==> src/rtl/axi_pkg.sv <==
// Shared AXI definitions for the burst splitter: FSM state type, response codes
// and the 4KB address-boundary constant.
package axi_pkg;

  typedef enum logic [1:0] {
    IDLE  = 2'd0,
    ISSUE = 2'd1,
    DRAIN = 2'd2,
    DONE  = 2'd3
  } state_t;

  localparam logic [1:0] RESP_OKAY   = 2'd0;
  localparam logic [1:0] RESP_EXOKAY = 2'd1;
  localparam logic [1:0] RESP_SLVERR = 2'd2;
  localparam logic [1:0] RESP_DECERR = 2'd3;

  localparam int unsigned BOUNDARY_4K = 4096;

endpackage

==> src/rtl/axi_burst_splitter_if.sv <==
// Bus bundle for the burst splitter: request in, sub-burst commands out,
// sub-burst completions in and the transfer-complete pulse out.
interface axi_burst_splitter_if #(
  parameter int ADDR_WIDTH = 32
);
  // Handshakes: a transfer happens on the clock edge where valid && ready;
  // valid and its payload stay stable until then, and ready may not wait on valid.
  // sub_resp_valid and done_valid are single-cycle pulses with no back-pressure.
  logic                  req_valid;
  logic                  req_ready;
  logic                  req_write;
  logic [ADDR_WIDTH-1:0] req_addr;
  logic [15:0]           req_len;

  logic                  cmd_valid;
  logic                  cmd_ready;
  logic                  cmd_write;
  logic [ADDR_WIDTH-1:0] cmd_addr;
  logic [7:0]            cmd_len;

  logic                  sub_resp_valid;
  logic [1:0]            sub_resp;

  logic                  done_valid;
  logic [1:0]            done_resp;

  modport slave (
    input  req_valid, req_write, req_addr, req_len,
    input  cmd_ready, sub_resp_valid, sub_resp,
    output req_ready, cmd_valid, cmd_write, cmd_addr, cmd_len,
    output done_valid, done_resp
  );

  modport master (
    output req_valid, req_write, req_addr, req_len,
    output cmd_ready, sub_resp_valid, sub_resp,
    input  req_ready, cmd_valid, cmd_write, cmd_addr, cmd_len,
    input  done_valid, done_resp
  );

endinterface

==> src/rtl/axi_burst_calc.sv <==
// Combinational sizing of the next sub-burst from the current address and remaining beats.
// Macro AXI_SPLIT_4K_EN additionally stops each burst at the next 4KB boundary.
module axi_burst_calc
  import axi_pkg::*;
#(
  parameter int ADDR_WIDTH = 32,
  parameter int DATA_WIDTH = 32,
  parameter int MAX_BEATS  = 256
) (
  input  logic [ADDR_WIDTH-1:0] addr,
  input  logic [16:0]           remaining,
  output logic [8:0]            burst
);

  localparam int SHIFT = $clog2(DATA_WIDTH / 8);

  logic [16:0] capped;
  logic        unused_addr;

  assign unused_addr = ^addr;

`ifdef AXI_SPLIT_4K_EN
  logic [12:0] to_bound;
`endif

  always_comb begin
    capped = (remaining > 17'(MAX_BEATS)) ? 17'(MAX_BEATS) : remaining;
`ifdef AXI_SPLIT_4K_EN
    // addr is beat-aligned, so the division by BPB is exact
    to_bound = (13'(BOUNDARY_4K) - {1'b0, addr[11:0]}) >> SHIFT;
    if (17'(to_bound) < capped) capped = 17'(to_bound);
`endif
    burst = capped[8:0];
  end

endmodule

==> src/rtl/axi_burst_splitter.sv <==
// Splits one long AXI transfer request into MAX_BEATS-capped sub-bursts and reports
// the worst sub-burst response. Optional 4KB splitting: macro AXI_SPLIT_4K_EN.
module axi_burst_splitter
  import axi_pkg::*;
#(
  parameter int ADDR_WIDTH = 32,
  parameter int DATA_WIDTH = 32,
  parameter int MAX_BEATS  = 256
) (
  input  logic                   clk,
  input  logic                   rst,
  axi_burst_splitter_if.slave    bus,
  output state_t                 state
);

  localparam int SHIFT = $clog2(DATA_WIDTH / 8);

  state_t                state_d;
  logic                  req_ready_q;
  logic                  write_q;
  logic [ADDR_WIDTH-1:0] addr_q;
  logic [16:0]           rem_q;
  logic [16:0]           outstanding_q;
  logic [16:0]           outstanding_d;
  logic [1:0]            acc_q;
  logic [8:0]            burst;
  logic                  req_hs;
  logic                  cmd_hs;
  logic                  resp_counted;

  axi_burst_calc #(
    .ADDR_WIDTH (ADDR_WIDTH),
    .DATA_WIDTH (DATA_WIDTH),
    .MAX_BEATS  (MAX_BEATS)
  ) u_calc (
    .addr      (addr_q),
    .remaining (rem_q),
    .burst     (burst)
  );

  always_comb begin
    req_hs        = bus.req_valid && req_ready_q;
    cmd_hs        = (state == ISSUE) && bus.cmd_ready;
    resp_counted  = bus.sub_resp_valid && (outstanding_q != 17'd0);
    outstanding_d = outstanding_q;
    if (cmd_hs && !resp_counted)      outstanding_d = outstanding_q + 17'd1;
    else if (!cmd_hs && resp_counted) outstanding_d = outstanding_q - 17'd1;

    state_d = state;
    case (state)
      IDLE:    if (req_hs) state_d = ISSUE;
      ISSUE:   if (cmd_hs && (rem_q == 17'(burst))) state_d = DRAIN;
      DRAIN:   if (outstanding_d == 17'd0) state_d = DONE;
      DONE:    state_d = IDLE;
      default: state_d = IDLE;
    endcase
  end

  // Command payload comes straight from registered address/remaining, so it is stable while stalled
  assign bus.req_ready  = req_ready_q;
  assign bus.cmd_valid  = (state == ISSUE);
  assign bus.cmd_write  = (state == ISSUE) && write_q;
  assign bus.cmd_addr   = (state == ISSUE) ? addr_q : '0;
  assign bus.cmd_len    = (state == ISSUE) ? 8'(burst - 9'd1) : 8'd0;
  assign bus.done_valid = (state == DONE);
  assign bus.done_resp  = (state == DONE) ? acc_q : 2'd0;

  always_ff @(posedge clk or posedge rst) begin
    if (rst) begin
      state         <= IDLE;
      req_ready_q   <= 1'b0;
      write_q       <= 1'b0;
      addr_q        <= '0;
      rem_q         <= 17'd0;
      outstanding_q <= 17'd0;
      acc_q         <= 2'd0;
    end else begin
      state         <= state_d;
      req_ready_q   <= (state_d == IDLE);
      outstanding_q <= outstanding_d;
      if (req_hs) begin
        write_q <= bus.req_write;
        addr_q  <= bus.req_addr & ~ADDR_WIDTH'(DATA_WIDTH / 8 - 1);
        rem_q   <= {1'b0, bus.req_len} + 17'd1;
        acc_q   <= 2'd0;
      end else begin
        if (cmd_hs) begin
          addr_q <= addr_q + (ADDR_WIDTH'(burst) << SHIFT);
          rem_q  <= rem_q - 17'(burst);
        end
        if (resp_counted && (bus.sub_resp > acc_q)) acc_q <= bus.sub_resp;
      end
    end
  end

endmodule

==> src/flat_wrapper.sv <==
// flat-port wrapper written by rule: the top's interface ports become plain ports
module axi_burst_splitter_flat import axi_pkg::*;
#(
  parameter int ADDR_WIDTH = 32,
  parameter int DATA_WIDTH = 32,
  parameter int MAX_BEATS  = 256
)
  (clk, rst, state, bus_req_valid, bus_req_write, bus_req_addr, bus_req_len, bus_cmd_ready, bus_sub_resp_valid, bus_sub_resp, bus_req_ready, bus_cmd_valid, bus_cmd_write, bus_cmd_addr, bus_cmd_len, bus_done_valid, bus_done_resp);
  axi_burst_splitter_if #(.ADDR_WIDTH(ADDR_WIDTH)) bus_i ();
  input  logic clk;
  input  logic rst;
  output state_t state;
  input wire logic [$bits(bus_i.req_valid)-1:0] bus_req_valid;
  input wire logic [$bits(bus_i.req_write)-1:0] bus_req_write;
  input wire logic [$bits(bus_i.req_addr)-1:0] bus_req_addr;
  input wire logic [$bits(bus_i.req_len)-1:0] bus_req_len;
  input wire logic [$bits(bus_i.cmd_ready)-1:0] bus_cmd_ready;
  input wire logic [$bits(bus_i.sub_resp_valid)-1:0] bus_sub_resp_valid;
  input wire logic [$bits(bus_i.sub_resp)-1:0] bus_sub_resp;
  output wire logic [$bits(bus_i.req_ready)-1:0] bus_req_ready;
  output wire logic [$bits(bus_i.cmd_valid)-1:0] bus_cmd_valid;
  output wire logic [$bits(bus_i.cmd_write)-1:0] bus_cmd_write;
  output wire logic [$bits(bus_i.cmd_addr)-1:0] bus_cmd_addr;
  output wire logic [$bits(bus_i.cmd_len)-1:0] bus_cmd_len;
  output wire logic [$bits(bus_i.done_valid)-1:0] bus_done_valid;
  output wire logic [$bits(bus_i.done_resp)-1:0] bus_done_resp;
  assign bus_i.req_valid = bus_req_valid;
  assign bus_i.req_write = bus_req_write;
  assign bus_i.req_addr = bus_req_addr;
  assign bus_i.req_len = bus_req_len;
  assign bus_i.cmd_ready = bus_cmd_ready;
  assign bus_i.sub_resp_valid = bus_sub_resp_valid;
  assign bus_i.sub_resp = bus_sub_resp;
  assign bus_req_ready = bus_i.req_ready;
  assign bus_cmd_valid = bus_i.cmd_valid;
  assign bus_cmd_write = bus_i.cmd_write;
  assign bus_cmd_addr = bus_i.cmd_addr;
  assign bus_cmd_len = bus_i.cmd_len;
  assign bus_done_valid = bus_i.done_valid;
  assign bus_done_resp = bus_i.done_resp;
  axi_burst_splitter #(.ADDR_WIDTH(ADDR_WIDTH), .DATA_WIDTH(DATA_WIDTH), .MAX_BEATS(MAX_BEATS)) u_core (.clk(clk), .rst(rst), .bus(bus_i), .state(state));
endmodule
==> config.mk <==
export PLATFORM = sky130hd
export DESIGN_NAME = axi_burst_splitter_flat
export DESIGN_NICKNAME = d
export VERILOG_FILES = /design/src/rtl/axi_pkg.sv /design/src/rtl/axi_burst_splitter_if.sv /design/src/rtl/axi_burst_calc.sv /design/src/rtl/axi_burst_splitter.sv /design/src/flat_wrapper.sv
export SDC_FILE = /design/constraint.sdc
export NUM_CORES = 1
export LEC_CHECK = 0
export ABC_AREA = 1
export CAP_MARGIN = 20
export CORE_MARGIN = 4
export CORE_UTILIZATION = 45
export CTS_BUF_LIST = sky130_fd_sc_hd__clkbuf_8
export DETAILED_ROUTE_END_ITERATION = 10
export GPL_TIMING_DRIVEN = 0
export PLACE_DENSITY = 0.78
export SLEW_MARGIN = 20
export SYNTH_ARGS = -nofsm -noshare
export SYNTH_HDL_FRONTEND = slang
export SYNTH_HIERARCHICAL = 1
export SYNTH_SLANG_ARGS = --single-unit
==> constraint.sdc <==
create_clock -name clk -period 3.7 [get_ports clk]
set_input_delay 0.74 -clock clk [delete_from_list [all_inputs] [get_ports clk]]
set_output_delay 0.74 -clock clk [all_outputs]
set_load 0.1 [all_outputs]
; Word-level counts from Yosys, hierarchy flattened
; Cells that the tools add are included.
[totals]
reg_bits = 72
inputBits = 56
output_inout_bits = 48
elab_cells = 51
[op_classes]
add_sub_neg = 6
magnitude_cmp = 2
eq_ne = 4
n_mux = 16
n_reduce_logical = 16
[op_table]
columns = operator, count
row1 = $mux 32, 3
row2 = $mux 17, 4
row3 = $add 32x11->32, 1
row4 = $add 16x1->17 const B, 1
row5 = $add 17x1->17 const B, 1
row6 = $eq 17x9->1, 1
row7 = $gt 17x9->1 const B, 1
row8 = $logic_not 17->1, 1
row9 = $reduce_bool 17->1, 1
row10 = $sub 17x1->17 const B, 1
row11 = $sub 17x9->17, 1
row12 = $mux 2, 6
row13 = $mux 9, 1
row14 = $logic_and 1x1->1, 8
row15 = $mux 8, 1
row16 = $pmux 2 s4, 1
row17 = $sub 8x1->8 const B, 1
row18 = $eq 2x2->1 const B, 2
row19 = $logic_not 2->1, 2
row20 = $reduce_bool 2->1, 2
row21 = $eq 2x1->1 const B, 1
row22 = $gt 2x2->1, 1
row23 = $logic_not 1->1, 2

; Longest topological paths before layout
[logic_depth]
ltp_word = 10
depth_mapped = 21
mapped_depth_nobuf = 21

; Modules after synthesis
; Netlist, hierarchy kept.
[by_module_without_submodules]
columns = module, instances, cells_per_inst, area_per_inst_um2, seq_area_each_um2
row1 = axi_burst_splitter, 1, 998, 6359.8, 1751.7
row2 = axi_burst_calc, 1, 33, 127.6, 0.0

; Least setup slack after synthesis
; Ideal clock, no wire load.
[synth_path]
kind = register to output
start = register u_core.state[0]
end = output bus_cmd_len[7]
t_arrival_ps = 4226
required_ps = 2960
slack_ps = -1266
stages_incl_launch_ff = 5
n_path_buf = 0
cell_sequence = dfrtp_1 inv_1 nor2_4 clkinv_1 nor3_1
[synth_via]
elab_chain_len = 2
[synth_lines]
columns = item, line_no
row1 = from (decl), axi_burst_splitter.sv:13  ; output state_t state
row2 = from (signal assigned), axi_burst_splitter.sv:78  ; state <= state_d;
row3 = $eq 2x1->1, --
row4 = via bus_cmd_valid, flat_wrapper.sv:21  ; output wire logic [$bits(bus_i.cmd_valid)-1:0] bus_cmd_valid;
row5 = $mux 8, axi_burst_splitter.sv:64  ; assign bus.cmd_len = (state == ISSUE) ? 8'(burst - 9'd1) : 8'd0;
row6 = to (decl), flat_wrapper.sv:24  ; output wire logic [$bits(bus_i.cmd_len)-1:0] bus_cmd_len;
; The timed path passes the listed nets, and every way through them passes these cells.

; Final worst setup path
[layout_path]
start = register u_core.state[0]
end = output bus_cmd_len[1]
[layout_via]
elab_chain_len = 2
[layout_lines]
columns = item, line_no
row1 = $eq 2x1->1, axi_burst_splitter.sv:64
row2 = $mux 8, axi_burst_splitter.sv:64
; No other way between the ends.

==> impl_results.md <==
- Status: finished, final reports clean
- HP Class: register to register
- Root buf cell: clkbuf_8
- CTS Buf Count: 9
- Final instance area: 0.008235 mm^2
- Avg Inst Size Synth: about 6.3 um^2
- Ys Warns: 6
- Max cap viols: 0
- Placed inst area: between 0.007 and 0.008 mm^2
- Die area: 0.01640 mm^2
- Number of global-route vias before repair: 6,820
- Post-Synthesis Cells: ~1.0k
- Reg2reg setup slack: 370 ps
- Post-synth ARST share: 1.000
- Switch Pwr: 4.770 mW
- DP HPWL: around 16,000 um
- Drt via density: 5.416
- Final Skew: about 12 ps
- Commonest non-fill, non-tap cell in the layout: nand2_1
- Worst path required time: approximately 3000 ps
- FF/Latch Area: between 0.0015 and 0.002 mm^2
- DR pass1 iterations: 5
- Power density cells: between 900 and 1000 mW/mm^2
- Hold_buf cts: 0
- Switch share: 0.6249
- Setup violations, final: 0
- WP data arrival: between 2000 and 3000 ps
- Port Buffer Count: just under 100
- Clock transition at path regs: about 80 ps
- Slew Limit Fails: 0
- WHS Endpoint: u_core/rem_q[3]
- Post-route DRC: 0
- Global-route wire length before repair: 33,530 um
- CTS tree: done
- Die Height: 128.1 um
- Final nets: between 1k and 1.5k
- Pin count of the biggest net entering global routing: 39
- Post-Route Utilization: 0.5887
- Logic pwr share: 0.728
- Setup crit end kind: output pin
- Antenna diode count: 0
- Final worst setup slack: about 130 ps
- Layout cells sized above 1: 0.1330
- Die Span X: about 130 um
- Hold Path Depth: 2
- FF-to-FF Start: u_core/rem_q[2]
- Yosys top cell area share: 0.2700
- Ports: 104
- Dominant cell type by area after synthesis: dfrtp_1
- EDFF count, synth: 0
- Routed Antenna Nets: 0
- Largest cells by area after synthesis: dfrtp_1 (27%), nand2_1 (13%), inv_1 (8.6%)
- Area Growth Syn to Fin: 26.94%
- Hold_sp: u_core/rem_q[3]
- # rows: 43
- Period utilisation layout: 0.9645
- Tot GR Track Use: 0.2529
- Top FF cell, synth: dfrtp_1
- Multi-input gate area in the final layout: roughly 0.0043 mm^2
- Internal Power: 2.863 mW
- Worst Path Max Fanout: 10
- Antenna violations before repair: 0
- Clock Power Share: 0.075
- LEAKAGE: a little under 4 nW
- Hold WS: approximately 560 ps
- Post-synthesis cell area: around 0.0065 mm^2
- Worst-Skew Late Latency: around 370 ps
- GPL Wtd Cong: roughly 0.96
- Kind of critical path: register to output pin
- Worst slack, placed: -403.1 ps
- Slew Limit Headroom: 0.3488
- Worst VDD drop: 0.0008821 V
- Routed len/inst: approximately 15 um
- Grt ovf: 0
- CORE AREA: roughly 0.014 mm^2
- Slew at the pin closest to its max-slew limit: about 970 ps
- Max clock buf depth: 2
- DR iter-0 viols: ~700
- Vias: 7,203
- WL final: around 20,000 um
- Reg-to-reg endpoint: u_core/addr_q[24]
- Fmax: 280.2 MHz
- Fill cells: around 1.4k
- Library cells used by synthesis: 43
- Seq cells post-synth: 70
- Initial Util: 0.4638
- Final worst path period need: about 3600 ps
- Commonest non-fill, non-tap cells in the layout: nand2_1 (231), inv_1 (151), nor2_1 (109), nand3_1 (75), o21ai_0 (70)
- Seq pwr share: 0.197
- H-tree depth: 3
- Final Hold Viols: 0
- Reg2Reg Depth: 20
- CP Launch Type: register
- Sequential area share after synthesis: 0.2700
- Sink Count: 70
- Power Total: between 7 and 8 mW
## per-layer routing
metal / global-route usage / vias up / share of wire
li1: - / 3590 / -
met1: 0.3432 / 3304 / 0.44
met2: 0.4063 / 284 / 0.47
met3: 0.04750 / 25 / 0.072
met4: 0.08489 / 0 / 0.018
met5: 0 / - / 0
## worst max path at each step
stage,slack [ps],end,start,cells after the start
floorplan,10,bus_cmd_addr[10],u_core/state[1],4
global placement,-440,u_core/state[0],rst,2
detailed placement,-400,bus_cmd_len[6],u_core/rem_q[9],11
CTS,40,u_core/addr_q[24],u_core/rem_q[9],20
global route,-2,u_core/addr_q[24],u_core/rem_q[2],20
finish,130,bus_cmd_len[1],u_core/state[0],6
## cells in the mapped netlist (2+ instances only)
library cell,count
buf_6,5
o211ai_1,19
nand3b_1,2
fa_1,2
buf_4,3
a22oi_1,3
nand3_1,76
dfrtp_1,70
clkbuf_1,15
inv_2,2
xor2_1,18
nand4_1,27
o21ai_0,71
nand2_1,232
o21bai_1,4
clkinv_1,2
xnor2_1,7
inv_1,149
nand2_4,3
nor4_1,7
nor2_4,6
o21ai_1,3
nor2_1,148
o22ai_1,15
or2_2,11
nor3_1,18
nor2_2,4
a31oi_1,9
buf_1,3
ha_1,25
a21oi_1,51
buf_2,7
nand2_2,4
## power by group through the flow
stage | Clock (mW) | Sequential [mW] | Combinational, mW
finish | 0.575 | 1.50 | 5.56
global route | 0.625 | 1.55 | 5.98
CTS | 0.592 | 1.49 | 5.54
detailed placement | 0 | 1.51 | 5.59
global placement | 0 | 1.49 | 5.51
floorplan | 0 | 1.48 | 4.33
## flip-flops by register name, indices dropped and copies added, names as in the netlist
signal and flops:
u_core/write_q 1, u_core/outstanding_q 17, u_core/acc_q 2, u_core/bus.req_ready 1
u_core/state 2, u_core/addr_q 30, u_core/rem_q 17
## cell families (layout without fill, tap and decap cells)
group	count (synthesis)	after routing	synth area share
AND/OR/NAND/NOR	542	542	0.3676
adder cells (fa/ha/maj)	27	27	0.05439
multiplexers	1	1	0.001543
AO/OA/AOI/OAI	177	177	0.1526
flip-flops	70	70	0.2700
other	1	2	0.0005780
buffers and inverters	188	306	0.1196
XOR/XNOR	25	25	0.03375
## stage by stage
step | TNS [ps] | std cells
2_1_floorplan | 0 | 1032
3_3_place_gp | -16610 | 1311
3_5_place_dp | -2742 | 1312
4_1_cts | 0 | 1327
5_1_grt | -1.745 | 1330
6_report | 0 | 1330
## layout make-up
type / count / share of cell area
multi-input combinational: 774 / 0.5167
sequential: 70 / 0.2129
timing repair buffer: 103 / 0.1278
inverter: 153 / 0.07004
tap: 180 / 0.02735
buffer: 35 / 0.02492
clock buffer: 11 / 0.01838
clock inverter: 4 / 0.001975
## what timing repair did
action / in CTS / in global routing
setup buffers: 0 / 3
resized for setup: 121 / 12
pin swaps: 0 / 3
setup endpoints to repair: 44 / 12
## worst max-delay path, stage by stage (launching register included)
cell	delay, ps
dfrtp_2	400
inv_1	90
nor2_4	210
clkinv_1	450
clkbuf_2	510
nor2_4	210
clkdlybuf4s15_2	570
(Power assumes the default switching activity.)
